**src/rtl/branch_resolve_unit_pkg.sv**
```systemverilog
// Shared types and constants for the branch resolve unit.
// lc3b_word / bru_entry_t describe a queued prediction; CF_* are the
// control-flow op encodings carried on the resolve and update ports.
package branch_resolve_unit_pkg;

   typedef logic [15:0] lc3b_word;

   typedef struct packed {
      lc3b_word pc;
      logic     taken;
      lc3b_word target;
   } bru_entry_t;

   typedef enum logic {
      ST_RUN     = 1'b0,
      ST_RECOVER = 1'b1
   } bru_state_e;

   localparam logic [3:0] CF_NONE   = 4'd0;
   localparam logic [3:0] CF_BRANCH = 4'd1;
   localparam logic [3:0] CF_JMP    = 4'd2;
   localparam logic [3:0] CF_JSR    = 4'd3;
   localparam logic [3:0] CF_TRAP   = 4'd4;

endpackage

```
**src/rtl/branch_resolve_unit_pred_fifo.sv**
```systemverilog
// pred_fifo: in-order queue of fetch-time predictions.
// Head (rdata) is the oldest entry and is read combinationally.
// clear empties the queue and takes priority over push/pop.
// A push while full is only taken when a pop happens in the same cycle.
module pred_fifo
   import branch_resolve_unit_pkg::*;
#(
   parameter int DEPTH    = 4,
   parameter int PTR_BITS = 2
) (
   input  logic                clk,
   input  logic                reset_n,
   input  logic                push,
   input  bru_entry_t          wdata,
   input  logic                pop,
   input  logic                clear,
   output bru_entry_t          rdata,
   output logic                full,
   output logic                empty,
   output logic [PTR_BITS:0]   count
);

   localparam int CNT_W = PTR_BITS + 1;

   bru_entry_t            mem [DEPTH];
   logic [PTR_BITS-1:0]   wr_ptr_q, wr_ptr_d;
   logic [PTR_BITS-1:0]   rd_ptr_q, rd_ptr_d;
   logic [CNT_W-1:0]      count_q, count_d;
   logic                  push_ok;
   logic                  pop_ok;

   assign full    = (count_q == CNT_W'(DEPTH));
   assign empty   = (count_q == '0);
   assign count   = count_q;
   assign rdata   = mem[rd_ptr_q];
   assign pop_ok  = pop && !empty;
   assign push_ok = push && (!full || pop_ok);

   // Next pointer/count values; pointers wrap naturally at DEPTH.
   always_comb begin
      wr_ptr_d = wr_ptr_q;
      rd_ptr_d = rd_ptr_q;
      count_d  = count_q;
      if (clear) begin
         wr_ptr_d = '0;
         rd_ptr_d = '0;
         count_d  = '0;
      end else begin
         if (push_ok) wr_ptr_d = wr_ptr_q + PTR_BITS'(1);
         if (pop_ok)  rd_ptr_d = rd_ptr_q + PTR_BITS'(1);
         case ({push_ok, pop_ok})
            2'b10:   count_d = count_q + CNT_W'(1);
            2'b01:   count_d = count_q - CNT_W'(1);
            default: count_d = count_q;
         endcase
      end
   end

   // Control state register.
   always_ff @(posedge clk or negedge reset_n) begin
      if (!reset_n) begin
         wr_ptr_q <= '0;
         rd_ptr_q <= '0;
         count_q  <= '0;
      end else begin
         wr_ptr_q <= wr_ptr_d;
         rd_ptr_q <= rd_ptr_d;
         count_q  <= count_d;
      end
   end

   // Payload storage; no reset needed since count gates validity.
   always_ff @(posedge clk) begin
      if (push_ok && !clear) mem[wr_ptr_q] <= wdata;
   end

endmodule

```
**src/rtl/branch_resolve_unit.sv**
```systemverilog
// branch_resolve_unit: pairs each resolved control-flow instruction with
// its fetch-time prediction, drives the predictor update port and issues a
// one-cycle redirect on a misprediction.
// Optional macro BRU_STATS_EN adds saturating stat_resolved and
// stat_mispredicts counters.
module branch_resolve_unit
   import branch_resolve_unit_pkg::*;
#(
   parameter int DEPTH    = 4,
   parameter int PTR_BITS = 2
) (
   input  logic        clk,
   input  logic        reset_n,
   input  logic        push,
   input  logic [15:0] push_pc,
   input  logic        push_taken,
   input  logic [15:0] push_target,
   output logic        push_ready,
   input  logic        resolve,
   input  logic [3:0]  resolve_op,
   input  logic        resolve_taken,
   input  logic [15:0] resolve_target,
   output logic        update,
   output logic        update_is_branch,
   output logic        update_taken,
   output logic [15:0] update_pc,
   output logic [15:0] update_target,
   output logic [3:0]  update_op,
   output logic        redirect,
   output logic [15:0] redirect_pc,
   output logic        err
`ifdef BRU_STATS_EN
   ,
   output logic [15:0] stat_resolved,
   output logic [15:0] stat_mispredicts
`endif
);

   localparam int CNT_W = PTR_BITS + 1;

   bru_state_e        state_q, state_d;
   logic              rdy_q, rdy_d;
   logic              err_q, err_d;
   logic              update_q, update_d;
   logic              update_is_branch_q, update_is_branch_d;
   logic              update_taken_q, update_taken_d;
   lc3b_word          update_pc_q, update_pc_d;
   lc3b_word          update_target_q, update_target_d;
   logic [3:0]        update_op_q, update_op_d;
   logic              redirect_q, redirect_d;
   lc3b_word          redirect_pc_q, redirect_pc_d;

   bru_entry_t        head;
   bru_entry_t        push_entry;
   logic              fifo_full;
   logic              fifo_empty;
   logic [CNT_W-1:0]  fifo_count;
   logic              fifo_push;
   logic              fifo_pop;
   logic              fifo_clear;
   logic              res_valid;
   logic              mispredict;
   logic              push_err;
   lc3b_word          correct_pc;

   assign push_entry = '{pc: push_pc, taken: push_taken, target: push_target};

   pred_fifo #(
      .DEPTH    (DEPTH),
      .PTR_BITS (PTR_BITS)
   ) u_pred_fifo (
      .clk     (clk),
      .reset_n (reset_n),
      .push    (fifo_push),
      .wdata   (push_entry),
      .pop     (fifo_pop),
      .clear   (fifo_clear),
      .rdata   (head),
      .full    (fifo_full),
      .empty   (fifo_empty),
      .count   (fifo_count)
   );

   // rdy_q holds push_ready low for the first cycle out of reset.
   assign push_ready = rdy_q && (state_q == ST_RUN) && (fifo_count != CNT_W'(DEPTH));

   // Resolve/compare, queue control, FSM next state and next outputs.
   always_comb begin
      res_valid  = resolve && (state_q == ST_RUN) && !fifo_empty;
      mispredict = res_valid &&
                   ((resolve_taken != head.taken) ||
                    (resolve_taken && (resolve_target != head.target)));
      correct_pc = resolve_taken ? resolve_target : (head.pc + 16'd2);

      // A push alongside a correct resolve is legal even when full; a push
      // alongside a mispredict is wrong-path and silently dropped.
      push_err   = push && (state_q == ST_RUN) && !push_ready && !res_valid;
      fifo_push  = push && (state_q == ST_RUN) && !mispredict && (push_ready || res_valid);
      fifo_pop   = res_valid && !mispredict;
      fifo_clear = mispredict;

      state_d = state_q;
      case (state_q)
         ST_RUN:     if (mispredict) state_d = ST_RECOVER;
         ST_RECOVER: state_d = ST_RUN;
         default:    state_d = ST_RUN;
      endcase

      rdy_d = 1'b1;
      // Resolve with nothing to pair against (empty or recovering) is an error.
      err_d = err_q || push_err || (resolve && !res_valid);

      update_d           = res_valid;
      update_is_branch_d = res_valid && (resolve_op == CF_BRANCH);
      update_taken_d     = res_valid && resolve_taken;
      update_pc_d        = res_valid ? head.pc : 16'h0000;
      update_target_d    = res_valid ? resolve_target : 16'h0000;
      update_op_d        = res_valid ? resolve_op : CF_NONE;
      redirect_d         = mispredict;
      redirect_pc_d      = mispredict ? correct_pc : 16'h0000;
   end

   // Control and registered output state.
   always_ff @(posedge clk or negedge reset_n) begin
      if (!reset_n) begin
         state_q            <= ST_RUN;
         rdy_q              <= 1'b0;
         err_q              <= 1'b0;
         update_q           <= 1'b0;
         update_is_branch_q <= 1'b0;
         update_taken_q     <= 1'b0;
         update_pc_q        <= 16'h0000;
         update_target_q    <= 16'h0000;
         update_op_q        <= 4'h0;
         redirect_q         <= 1'b0;
         redirect_pc_q      <= 16'h0000;
      end else begin
         state_q            <= state_d;
         rdy_q              <= rdy_d;
         err_q              <= err_d;
         update_q           <= update_d;
         update_is_branch_q <= update_is_branch_d;
         update_taken_q     <= update_taken_d;
         update_pc_q        <= update_pc_d;
         update_target_q    <= update_target_d;
         update_op_q        <= update_op_d;
         redirect_q         <= redirect_d;
         redirect_pc_q      <= redirect_pc_d;
      end
   end

   assign update           = update_q;
   assign update_is_branch = update_is_branch_q;
   assign update_taken     = update_taken_q;
   assign update_pc        = update_pc_q;
   assign update_target    = update_target_q;
   assign update_op        = update_op_q;
   assign redirect         = redirect_q;
   assign redirect_pc      = redirect_pc_q;
   assign err              = err_q;

`ifdef BRU_STATS_EN
   function automatic lc3b_word sat_inc16(input lc3b_word v);
      return (v == 16'hFFFF) ? v : (v + 16'd1);
   endfunction

   lc3b_word stat_resolved_q, stat_resolved_d;
   lc3b_word stat_mispredicts_q, stat_mispredicts_d;

   // Counters advance on each update pulse; mispredicts count redirects.
   always_comb begin
      stat_resolved_d    = update_q ? sat_inc16(stat_resolved_q) : stat_resolved_q;
      stat_mispredicts_d = redirect_q ? sat_inc16(stat_mispredicts_q) : stat_mispredicts_q;
   end

   // Statistics counter registers.
   always_ff @(posedge clk or negedge reset_n) begin
      if (!reset_n) begin
         stat_resolved_q    <= 16'h0000;
         stat_mispredicts_q <= 16'h0000;
      end else begin
         stat_resolved_q    <= stat_resolved_d;
         stat_mispredicts_q <= stat_mispredicts_d;
      end
   end

   assign stat_resolved    = stat_resolved_q;
   assign stat_mispredicts = stat_mispredicts_q;
`endif

endmodule

```
**config.mk**
```make
export PLATFORM = sky130hd
export DESIGN_NAME = branch_resolve_unit
export DESIGN_NICKNAME = d
export VERILOG_FILES = /design/src/rtl/branch_resolve_unit_pkg.sv /design/src/rtl/branch_resolve_unit_pred_fifo.sv /design/src/rtl/branch_resolve_unit.sv
export SDC_FILE = /design/constraint.sdc
export NUM_CORES = 1
export LEC_CHECK = 0
export CAP_MARGIN = 20
export CORE_MARGIN = 1
export CORE_UTILIZATION = 30
export CTS_BUF_LIST = sky130_fd_sc_hd__clkbuf_8
export CTS_CLUSTER_SIZE = 30
export DETAILED_ROUTE_END_ITERATION = 10
export HOLD_SLACK_MARGIN = 0.08
export PLACE_DENSITY_LB_ADDON = 0.1
export SLEW_MARGIN = 10
export SYNTH_ARGS = -nofsm -noshare
export SYNTH_HDL_FRONTEND = slang
export SYNTH_HIERARCHICAL = 1
export SYNTH_SLANG_ARGS = --single-unit
```
**constraint.sdc**
```tcl
create_clock -name clk -period 9.3 [get_ports clk]
set_clock_uncertainty 0.15 [all_clocks]
set_input_delay 1.86 -clock clk [delete_from_list [all_inputs] [get_ports clk]]
set_output_delay 1.86 -clock clk [all_outputs]
set_load 0.005 [all_outputs]
```
==> results.cfg, run 1 <==
[status]
run_status = finished clean

[floorplanning]
die_width_um = 164
floorplan.rows = 59
die_y_um = 164
fp.coreArea_sq_um = 26000
die_area_sq_um = 27000
ios = 116
effective_utilization_at_floorplan_pct = 30.5

[clocking]
post_cts_hold_buffer_count = 0
clk_transition_reported_paths_ps = 110
cts.htree.levels = 4
number_of_buffers_created_by_cts = 17
clkLatencyLatePin_ps = 460
tritoncts_num_sinks = 198
ctsResizeCount = 0
clockRootBuffer = clkbuf_8
cts.repair_timing.setup_buffer_count = 0
cts_tree = done
max-clock-path-buffers = 2

[placed_design]
place.detailed.hpwl_mm = 12.6
finalWeightedCongestion = 0.738
dp.cells = 893
io_buffers = 115

[yosys]
avgSynthCellArea_sq_um = 17.4
syn-instance-count = 456
mappedNetlistNets = 520
ys.warnings.count = 6
post_synth_design_cell_area_sq_um = 7920

[grt]
globalRoute.totalOverflow = 0
largest_net_degree_at_the_start_of_global_routing = 67
grt_pass1_vias = 4451
track_usage_pct = 14.8
first_pass_grt_wire_length_mm = 28.4
number_of_antenna_violations_at_the_first_check_in_global_routing = 0

[setup_path]
timing.critical_path.from_type = primary input
critPathSlowestCell = and2_1
critical_path.n_buffers_inverters = 3
type_of_element_capturing_the_critical_path = flop
criticalPathCategory = primary input to flop
worst_path_largest_cell_delay_ps = 660
path_cells = clkdlybuf4s50_1 > xor2_1 > nor4_1 > nand3_1 > o31ai_1 > and3b_1 > inv_2 > nor3_1 > and2_1 > buf_4
worst-endpoint-arrival_ps = 5690
rr_startpoint = u_pred_fifo/rd_ptr_q[0]
crit_path_end = u_pred_fifo/mem[0][16]
reg2reg_setup_slack_ps = 3850
critPathLaunch = resolve_target[9]
r2r_cells = 11
worstReg2RegEnd = u_pred_fifo/mem[0][16]
worstSetupPathDepth = 10
crit_family = simple AND/OR/NAND/NOR gates
worstPathRequired_ps = 9270
critPathMaxFanout = 21

[finish]
fin_cells = 925
antenna_cells = 0
syn_to_final_growth_pct = 24.2
finalNetCount = 641
share_of_layout_cells_above_drive_strength_1_pct = 13.2
multiInputGateArea_sq_um = 2100
fillCellCount = 2444
ff_latch_area_sq_um = 5620

[pwr]
peakVddDrop_uv = 90.4
pwr_density_cell_nw_per_um2 = 242
leakage_nw = 3.55

[sta]
setup_viol = 0
final_min_period_over_clock_period_pct = 61.5
worst-slew-pin-transition_ps = 906
timing_hold_violations_final = 0
final.hold.worst_slack_ps = 335
achievable-frequency_ghz = 0.175
rsz0062_at_grt = no
timing.final.max_slew_violations = 0
timing.final.crit_period_ps = 5720
slew_headroom_pct = 39.6
timing.setup.tns_ps = 0

[min_path]
hold_path.class = flop to flop
timing.hold.worst_path_depth = 1

[detailed_routing]
drt_iter0_drc = 232
post-route-drc-count = 0
final_antenna_net_count = 0
totalWireLength_mm = 18.9
routed-via-count = 4211
vias_per_cell = 4.55
routedWlPerCell_um = 20.5
detailed_router_iteration_count_before_antenna_repair = 7

[job]
cap_viol_max_count = 0
## metal layers
layer  GRT usage, %  vias to the layer above  wire length, um  share of wire [%]
li1               -                     1932                -                  -
met1           20.7                     2161             9030                 48
met2           23.6                      108             9050                 48
met3           3.06                       10              708                3.7
met4           3.63                        0              144               0.76
met5              0                        -                0                  0
## stage by stage
step	utilization (%)	power [mW]	worst slack (ps)	instance area, sq um
4_1_cts	37.8	2.42	3470	9830
6_report	37.8	2.37	3580	9830
2_1_floorplan	-	1.50	4550	7920
5_1_grt	37.8	2.51	3300	9830
3_5_place_dp	36.1	1.80	2950	9380
3_3_place_gp	36.1	1.80	3140	9380
## power by group
| part | total, mW | leakage, nW | switching, mW | internal [mW] |
|---|---|---|---|---|
| combinational | 0.631 | 1.24 | 0.334 | 0.297 |
| sequential | 1.13 | 2.08 | 0.0557 | 1.07 |
| clock | 0.613 | 0.232 | 0.312 | 0.301 |
| total | 2.37 | 3.55 | 0.702 | 1.67 |
## sequential cells by signal (all words and copies together) (netlist names)
register              flops
update_is_branch          1
redirect                  1
update_taken              1
err                       1
update_target            16
update_op                 4
redirect_pc              16
update                    1
u_pred_fifo/mem         132
u_pred_fifo/rd_ptr_q      2
u_pred_fifo/count         3
rdy_q                     1
state_q                   1
u_pred_fifo/wr_ptr_q      2
update_pc                16
## worst min-delay path by stage
stage	start	to	slack, ps
3_5_place_dp	err	err	320
2_1_floorplan	err	err	320
5_1_grt	err	err	350
3_3_place_gp	err	err	320
4_1_cts	err	err	350
6_report	err	err	340
## cell usage in the layout, fill, tap and decap left out, types with 3 or more instances in the layout
cell	n
clkbuf_8	17
nand2_1	6
nor2_1	31
mux4_2	28
inv_1	10
buf_4	9
bufinv_16	4
xnor2_1	5
o21ai_0	6
nand4_1	3
nor3_1	7
clkinv_4	3
clkdlybuf4s50_1	114
and2_1	40
a21oi_1	7
dfrtp_1	65
nand3_1	8
mux2i_1	12
ha_1	5
inv_6	3
nor4_1	6
inv_8	3
edfxtp_1	132
mux4_1	5
xor2_1	28
## area by class of cell
| type | instances | share of cell area [%] |
|---|---|---|
| Timing Repair Buffer | 124 | 12.3 |
| Clock buffer | 17 | 2.38 |
| Clock inverter | 15 | 2.19 |
| Multi-Input combinational cell | 226 | 21.3 |
| Tap cell | 335 | 4.26 |
| Sequential cell | 198 | 57.1 |
| Inverter | 10 | 0.382 |
Power figures use the tool's default switching activity.
==> inputs of run 2 (changes only) <==
- clock period: 9.3 -> 4.8 ns (I/O delays scaled with it)
==> run 2 against run 1 <==
Compared with the run above:
- wire length grew 1.8%
- sequential share of layout area shrank 0.19 points
- highest routed layer unchanged
- register-to-register slack got worse by 3500 ps
- non-clock buffer count increased by 15
==> results.cfg, run 2 (synthesis results as in run 1) <==
[status]
run_status = finished clean

[sta]
final.hold.worst_slack_ps = 347
timing.final.max_slew_violations = 0
final_min_period_over_clock_period_pct = 92.5
timing_hold_violations_final = 0
slew_headroom_pct = 53.8
achievable-frequency_ghz = 0.225
timing.final.crit_period_ps = 4440
worst-slew-pin-transition_ps = 694
timing.setup.tns_ps = 0
rsz0062_at_grt = no
setup_viol = 0

[setup_path]
worst-endpoint-arrival_ps = 4660
worst_path_largest_cell_delay_ps = 670
worstPathRequired_ps = 5010
path_cells = buf_4 > mux4_2 > xor2_1 > nor4_1 > nand4_1 > o31ai_1 > and3b_1 > nor2_1 > fa_1 > or3b_1 > a32oi_1 > a31oi_1
reg2reg_setup_slack_ps = 360
type_of_element_capturing_the_critical_path = flop
criticalPathCategory = flop to flop
critPathSlowestCell = dfrtp_2
critPathMaxFanout = 14
timing.critical_path.from_type = flop

[pwr]
leakage_nw = 3.58
totalPowerFinal_mw = 4.45
p_sw_mw = 1.39
power.share.sequential_pct = 49.4
pwr_density_cell_nw_per_um2 = 451
peakVddDrop_uv = 158
power.internal_mw = 3.06
p_clk_share_pct = 22.4
comb_power_share_pct = 28.2
p_sw_share_pct = 31.3

[clocking]
max-clock-path-buffers = 2
clk_transition_reported_paths_ps = 110
number_of_buffers_created_by_cts = 17
cts_tree = done
cts.htree.levels = 4
post_cts_hold_buffer_count = 0
ctsResizeCount = 0
tritoncts_num_sinks = 198
clkLatencyLatePin_ps = 470
cts.repair_timing.setup_buffer_count = 0
clockRootBuffer = clkbuf_8

[finish]
share_of_layout_cells_above_drive_strength_1_pct = 15.5
ff_latch_area_sq_um = 5620
layout.cells.most_common_list = edfxtp_1, clkdlybuf4s50_1, dfrtp_1
multiInputGateArea_sq_um = 2100
syn_to_final_growth_pct = 24.6
largest-register = u_pred_fifo/mem
max_ffs_per_register = 132
antenna_cells = 0
final_area_sq_um = 9860
finalNetCount = 656
fin_cells = 940
layout_commonest_cell = edfxtp_1
fillCellCount = 2433

[grt]
largest_net_degree_at_the_start_of_global_routing = 31
grt_pass1_vias = 4696
first_pass_grt_wire_length_mm = 29.6
track_usage_pct = 15.5
globalRoute.totalOverflow = 0
number_of_antenna_violations_at_the_first_check_in_global_routing = 0

[detailed_routing]
post-route-drc-count = 0
routed-via-count = 4295
totalWireLength_mm = 19.3
final_antenna_net_count = 0
drt_iter0_drc = 300
detailed_router_iteration_count_before_antenna_repair = 4
vias_per_cell = 4.57
routedWlPerCell_um = 20.5

[floorplanning]
die_area_sq_um = 27000
die_y_um = 164
fp.coreArea_sq_um = 26000
floorplan.rows = 59
die_width_um = 164
effective_utilization_at_floorplan_pct = 30.5
ios = 116

[job]
cap_viol_max_count = 0

[placed_design]
place.detailed.hpwl_mm = 13.6
placedInstanceArea_sq_um = 9510
dp.cells = 908
io_buffers = 115
finalWeightedCongestion = 0.787

[min_path]
hold_path.class = flop to flop
[run 2: cell types whose count changed in the layout (fill, tap and decap cells not counted), sizes merged]
cell      previous run  this run
buf                 10        25
clkinvlp             0         4
inv                 17        15
bufinv               4         0
clkinv               4         6
[run 2: power groups by stage]
stage                     Sequential (mW)  Clock [mW]  Combinational [mW]
final                                2.20       0.997                1.25
after global routing                 2.23        1.11                1.39
after CTS                            2.21        1.04                1.29
after detailed placement             2.25           0                1.28
after global placement               2.24           0                1.29
after floorplan                      2.20           0               0.713
[run 2: worst paths after layout]
path / depth (start not counted) / end / from
min in group asynchronous: 1 / update_pc[3] / reset_n
max in group asynchronous: 2 / update_target[13] / reset_n
setup reg to reg: 12 / u_pred_fifo/count[2] / u_pred_fifo/rd_ptr_q[0]
setup / recovery: 12 / u_pred_fifo/count[2] / u_pred_fifo/rd_ptr_q[0]
hold reg to reg: 1 / err / err
hold / removal: 1 / err / err
[run 2: cell type report]
| cell class | count | area share (%) |
|---|---|---|
| Clock inverter | 15 | 1.24 |
| Inverter | 10 | 0.381 |
| Multi-Input combinational cell | 226 | 21.2 |
| Clock buffer | 17 | 2.37 |
| Timing Repair Buffer | 139 | 13.6 |
| Sequential cell | 198 | 56.9 |
| Tap cell | 335 | 4.25 |
[run 2: per-stage QoR]
stage / worst slack, ps / utilization, %
5_1_grt: 113 / 38.0
6_report: 359 / 38.0
3_3_place_gp: 309 / 36.6
2_1_floorplan: 752 / -
4_1_cts: 348 / 38.0
3_5_place_dp: 364 / 36.6
[run 2: worst max-delay path: cells and delay by family, from the launching register on]
family                     cells  cell delay [ps]
AOI/OAI and AO/OA              3              590
xor gates and xnor gates       1              190
adders and majority gates      1              460
buffers and inverters          1              270
DFF                            1              670
muxes                          1              520
and+or+nand+nor                5             1480
[run 2: metal layers]
| metal | share of wire (%) | track usage (%) | wire length, um |
|---|---|---|---|
| met5 | 0 | 0 | 0 |
| met1 | 47 | 22.1 | 8970 |
| met2 | 47 | 24.0 | 9040 |
| met4 | 0.74 | 4.30 | 142 |
| met3 | 5.8 | 3.26 | 1120 |
